File: src/rtl/cmp_share_arbiter.sv
// rtl/cmp_share_arbiter.sv - round-robin arbiter time-sharing one registered unsigned magnitude comparator
//
// Ports:
//   clk, rst               clock; synchronous active-high reset
//   req_valid/req_ready    per-requester handshake (req_ready is one-hot or zero)
//   req_a, req_b           packed operand pairs, requester i at [i*W +: W]
//   rsp_valid/rsp_ready    single response channel with backpressure
//   rsp_id                 requester index owning the response
//   rsp_gt/rsp_eq/rsp_lt   unsigned compare result, exactly one high with rsp_valid
//   busy                   registered, high outside IDLE
module cmp_share_arbiter #(
  parameter int NREQ = 4,
  parameter int W    = 16,
  parameter int ID_W = $clog2(NREQ)
) (
  input  logic              clk,
  input  logic              rst,
  input  logic [NREQ-1:0]   req_valid,
  input  logic [NREQ*W-1:0] req_a,
  input  logic [NREQ*W-1:0] req_b,
  output logic [NREQ-1:0]   req_ready,
  output logic              rsp_valid,
  input  logic              rsp_ready,
  output logic [ID_W-1:0]   rsp_id,
  output logic              rsp_gt,
  output logic              rsp_eq,
  output logic              rsp_lt,
  output logic              busy
);

  typedef enum logic [1:0] {IDLE, CMP, RESP} state_t;

  state_t          state, state_nxt;
  logic [ID_W-1:0] ptr, ptr_nxt, id_q;
  logic [ID_W-1:0] gnt_idx, cand;
  logic [ID_W:0]   cand_sum, ptr_sum;
  logic            gnt_found, accept;
  logic [W-1:0]    op_a, op_b, sel_a, sel_b;
  logic [W:0]      diff;

  // Rotating priority search: first valid requester at or after ptr, wrapping mod NREQ.
  always_comb begin
    gnt_found = 1'b0;
    gnt_idx   = '0;
    cand_sum  = '0;
    cand      = '0;
    for (int k = 0; k < NREQ; k++) begin
      cand_sum = {1'b0, ptr} + (ID_W+1)'(k);
      if (cand_sum >= (ID_W+1)'(NREQ))
        cand_sum = cand_sum - (ID_W+1)'(NREQ);
      cand = cand_sum[ID_W-1:0];
      if (!gnt_found && req_valid[cand]) begin
        gnt_found = 1'b1;
        gnt_idx   = cand;
      end
    end
  end

  // Pointer moves to the requester just after the winner.
  always_comb begin
    ptr_sum = {1'b0, gnt_idx} + (ID_W+1)'(1);
    if (ptr_sum == (ID_W+1)'(NREQ))
      ptr_nxt = '0;
    else
      ptr_nxt = ptr_sum[ID_W-1:0];
  end

  // Operand select for the granted requester.
  always_comb begin
    sel_a = '0;
    sel_b = '0;
    for (int i = 0; i < NREQ; i++) begin
      if (gnt_idx == ID_W'(i)) begin
        sel_a = req_a[i*W +: W];
        sel_b = req_b[i*W +: W];
      end
    end
  end

  always_comb begin
    state_nxt = state;
    req_ready = '0;
    accept    = 1'b0;
    case (state)
      IDLE: begin
        if (gnt_found && !rst) begin
          req_ready[gnt_idx] = 1'b1;
          accept             = 1'b1;
          state_nxt          = CMP;
        end
      end
      CMP:     state_nxt = RESP;
      RESP:    if (rsp_ready) state_nxt = IDLE;
      default: state_nxt = IDLE;
    endcase
  end

  // Borrow out of the widened subtraction is the unsigned "less than".
  assign diff = {1'b0, op_a} - {1'b0, op_b};

  always_ff @(posedge clk) begin
    if (rst) begin
      state  <= IDLE;
      ptr    <= '0;
      id_q   <= '0;
      op_a   <= '0;
      op_b   <= '0;
      rsp_gt <= 1'b0;
      rsp_eq <= 1'b0;
      rsp_lt <= 1'b0;
      busy   <= 1'b0;
    end else begin
      state <= state_nxt;
      busy  <= (state_nxt != IDLE);
      if (accept) begin
        op_a <= sel_a;
        op_b <= sel_b;
        id_q <= gnt_idx;
        ptr  <= ptr_nxt;
      end
      if (state == CMP) begin
        rsp_lt <= diff[W];
        rsp_eq <= (diff[W-1:0] == '0);
        rsp_gt <= !diff[W] && (diff[W-1:0] != '0);
      end
    end
  end

  assign rsp_valid = (state == RESP);
  assign rsp_id    = id_q;

endmodule

File: config.mk
export PLATFORM = sky130hd
export DESIGN_NAME = cmp_share_arbiter
export DESIGN_NICKNAME = d
export VERILOG_FILES = /design/src/rtl/cmp_share_arbiter.sv
export SDC_FILE = /design/constraint.sdc
export NUM_CORES = 1
export LEC_CHECK = 0
export ABC_AREA = 1
export CAP_MARGIN = 20
export CORE_MARGIN = 2
export CORE_UTILIZATION = 45
export CTS_BUF_LIST = sky130_fd_sc_hd__clkbuf_4
export DETAILED_ROUTE_END_ITERATION = 8
export PLACE_DENSITY_LB_ADDON = 0.05
export SETUP_SLACK_MARGIN = 0.2
export SLEW_MARGIN = 40
export SYNTH_ARGS = -nofsm -noshare
export SYNTH_HDL_FRONTEND = slang
export SYNTH_SLANG_ARGS = --single-unit
File: constraint.sdc
create_clock -name clk -period 3.1 [get_ports clk]
set_input_delay 0.31 -clock clk [delete_from_list [all_inputs] [get_ports clk]]
set_output_delay 0.31 -clock clk [all_outputs]
set_load 0.02 [all_outputs]
==> reports/summary.txt <==
TritonCTS clock tree - built
Routability cong. - 0.986
CTS Root Cell - clkbuf_4
Initial Util - 0.469
Simple-gate portion of the synthesized area - 0.320
Cell with the most instances after synthesis - nand2_1
Xor/xnor share of the synthesized area - 0.00481
Row cnt - 32
Nets - 936
Setup TNS - 0 ns
# IOs - 146
Maximum clock path buffer count - 2
DRC - 0
Post-synth EDFFs - 0
Clk_lat worst skew - 0.35 ns
RSZ-0062 raised after global routing - yes
Number of CTS-inserted buffers - 5
Peak Freq - 344 MHz
Vias - 4644
CP Max Fanout - 5
First-pass GRT wire length - 20.5 mm
Ys Warns - 0
CP startpoint kind - input pin
Multiplexer area fraction after synthesis - 0
Die Ht - 94.0 um
Synth-to-layout area growth - 51.9%
Count of final hold-check violations - 0
Layout cells sized above 1 - 0.0897
Sequential-to-total area share from yosys stat - 0.231
H-tree levels - 2
CP Capture Type - primary output
Hold_buf cts - 0
Async SR Flop Fraction - 0
Synth top area share - 0.231
N_diodes - 0
Routed WL - 13.0 mm
Post-synth top cells - nand2_1, o21ai_0, inv_1
Initial antenna violation count - 0
Largest family of logic cells by synthesized area - simple AND/OR/NAND/NOR gates
Die ar. - 8830 sq um
Mapped Area - 3640 sq um
Clock-pin slew on the worst setup and hold paths - 0.11 ns
Area leader, netlist - dfxtp_1
Synth Area per Inst - 5.79 sq um
Post-route ant nets - 0
Compound-Gate Fraction of Synth Area - 0.250
Distinct cells, synth - 30
Crit path time final - 2.90 ns
Worst-margin pin slew - 0.342 ns
WL/cell - 14.7 um
Die width - 94.0 um
Ys flop type - dfxtp_1
Total grt overflow - 0
Synth top area cells - dfxtp_1, nand2_1, o21ai_0, nand3_1, a21oi_1
Number of global-route vias before repair - 4389
Setup Crit Path Kind - in -> out
WP data required - 2.79 ns
Clock sink count - 42
TritonRoute pass-1 iters - 5
Final Max Slew Viols - 0
Post-Syn Nets - 785
Result of the run - complete, no violations
Worst relative slew slack - 0.771
Dpl hpwl - 10.7 mm
Max cap viols - 0
Port Buffers - 145
Worst Skew - 0.0138 ns
Min-delay worst type - reg -> reg
CP arrival - 2.59 ns
Core Box Area - 7770 sq um
Layout fillers - 648
Setup Viol. Count Final - 0
Vias per inst - 5.27
Largest net degree at the start of global routing - 69
Fin crit share - 0.937
Post-Syn Instances - 629
Synth Register Bits - 42
Fraction of the mapped netlist area in adder cells - 0.0742
Global-route usage over all layers - 0.292
Initial DRC count - 218
==> cell usage in the layout (no fill, tap or decap), types with 2 or more instances in the layout <==
cell / Yosys / final
nand2_1: 164 / 163
clkdlybuf4s50_1: 0 / 141
o21ai_0: 86 / 76
nand3_1: 69 / 69
inv_1: 70 / 68
a21oi_1: 67 / 64
dfxtp_1: 42 / 40
nor2_1: 29 / 29
buf_4: 3 / 29
o21ai_1: 23 / 26
ha_1: 20 / 18
o21ai_2: 0 / 6
clkbuf_4: 0 / 5
nand4_1: 4 / 4
buf_12: 0 / 4
a21oi_2: 0 / 3
inv_2: 1 / 2
nor3_1: 2 / 2
and2_1: 3 / 2
nand3b_1: 2 / 2
ha_2: 0 / 2
clkinv_2: 0 / 2
buf_6: 2 / 2
==> per-layer routing <==
| metal | track usage | wire length [um] |
|---|---|---|
| met5 | 0 | 0 |
| met4 | 0.0713 | 268 |
| met3 | 0.0546 | 843 |
| met2 | 0.539 | 6550 |
| met1 | 0.347 | 5310 |
==> worst paths after layout <==
kind,from,endpoint,slack (ns),cells after the start
max,req_valid[1],req_ready[0],0.20,15
min,op_b[13]$_SDFFE_PP0P_,op_b[13]$_SDFFE_PP0P_,0.47,2
max reg2reg,ptr[0]$_SDFFE_PP0P_,op_b[15]$_SDFFE_PP0P_,0.31,18
min reg2reg,op_b[13]$_SDFFE_PP0P_,op_b[13]$_SDFFE_PP0P_,0.47,2
==> final cells by class <==
type | count | area, sq um | share of cell area
Multi-Input combinational cell | 479 | 2450 | 0.443
Timing Repair Buffer | 180 | 1790 | 0.323
Sequential cell | 42 | 846 | 0.153
Inverter | 72 | 273 | 0.0493
Tap cell | 102 | 128 | 0.0231
Clock buffer | 5 | 37.5 | 0.00679
Clock inverter | 2 | 10.0 | 0.00181
==> per-stage QoR <==
| step | util | area, sq um | worst slack, ns | hold WS, ns | instances |
|---|---|---|---|---|---|
| floorplan | - | 3640 | 0.382 | 0.379 | 629 |
| global placement | 0.686 | 5330 | -0.252 | 0.446 | 870 |
| detailed placement | 0.686 | 5330 | -0.294 | 0.454 | 870 |
| CTS | 0.695 | 5400 | 0.206 | 0.469 | 877 |
| global route | 0.712 | 5530 | 0.0311 | 0.486 | 882 |
| finish | 0.712 | 5530 | 0.196 | 0.471 | 882 |
==> critical path, cell delays in order <==
cell             delay (ns)
clkdlybuf4s50_1        0.46
inv_1                  0.06
nand2_1                0.13
o21ai_4                0.09
o21ai_2                0.19
inv_1                  0.09
and2_4                 0.14
nand2_1                0.05
o211ai_1               0.08
o21bai_4               0.21
inv_2                  0.08
ha_2                   0.25
inv_1                  0.05
nor2_1                 0.11
clkdlybuf4s15_2        0.27
==> flip-flops by register name, indices dropped and copies added (netlist names) <==
signal / flops
op_a: 16
state: 2
busy: 1
rsp_id: 2
ptr: 2
rsp_gt: 1
op_b: 16
rsp_eq: 1
rsp_lt: 1
==> logic make-up after synthesis <==
family / count (synthesis)
compound gates: 180
xor+xnor: 2
fa+ha+maj: 21
buf+inv: 108
flops: 42
simple gates: 276
==> what timing repair did <==
action,4_1_cts,5_1_grt
cloned,0,1
pin swaps,0,14
endpoints found under the setup margin,36,36
gates resized for setup,16,41
setup buffers,0,4
hold endpoints to repair,0,0
Power is left out: the tool's default activity adds up to more than one toggle a clock period on the data nets, which glitch-free logic cannot reach.
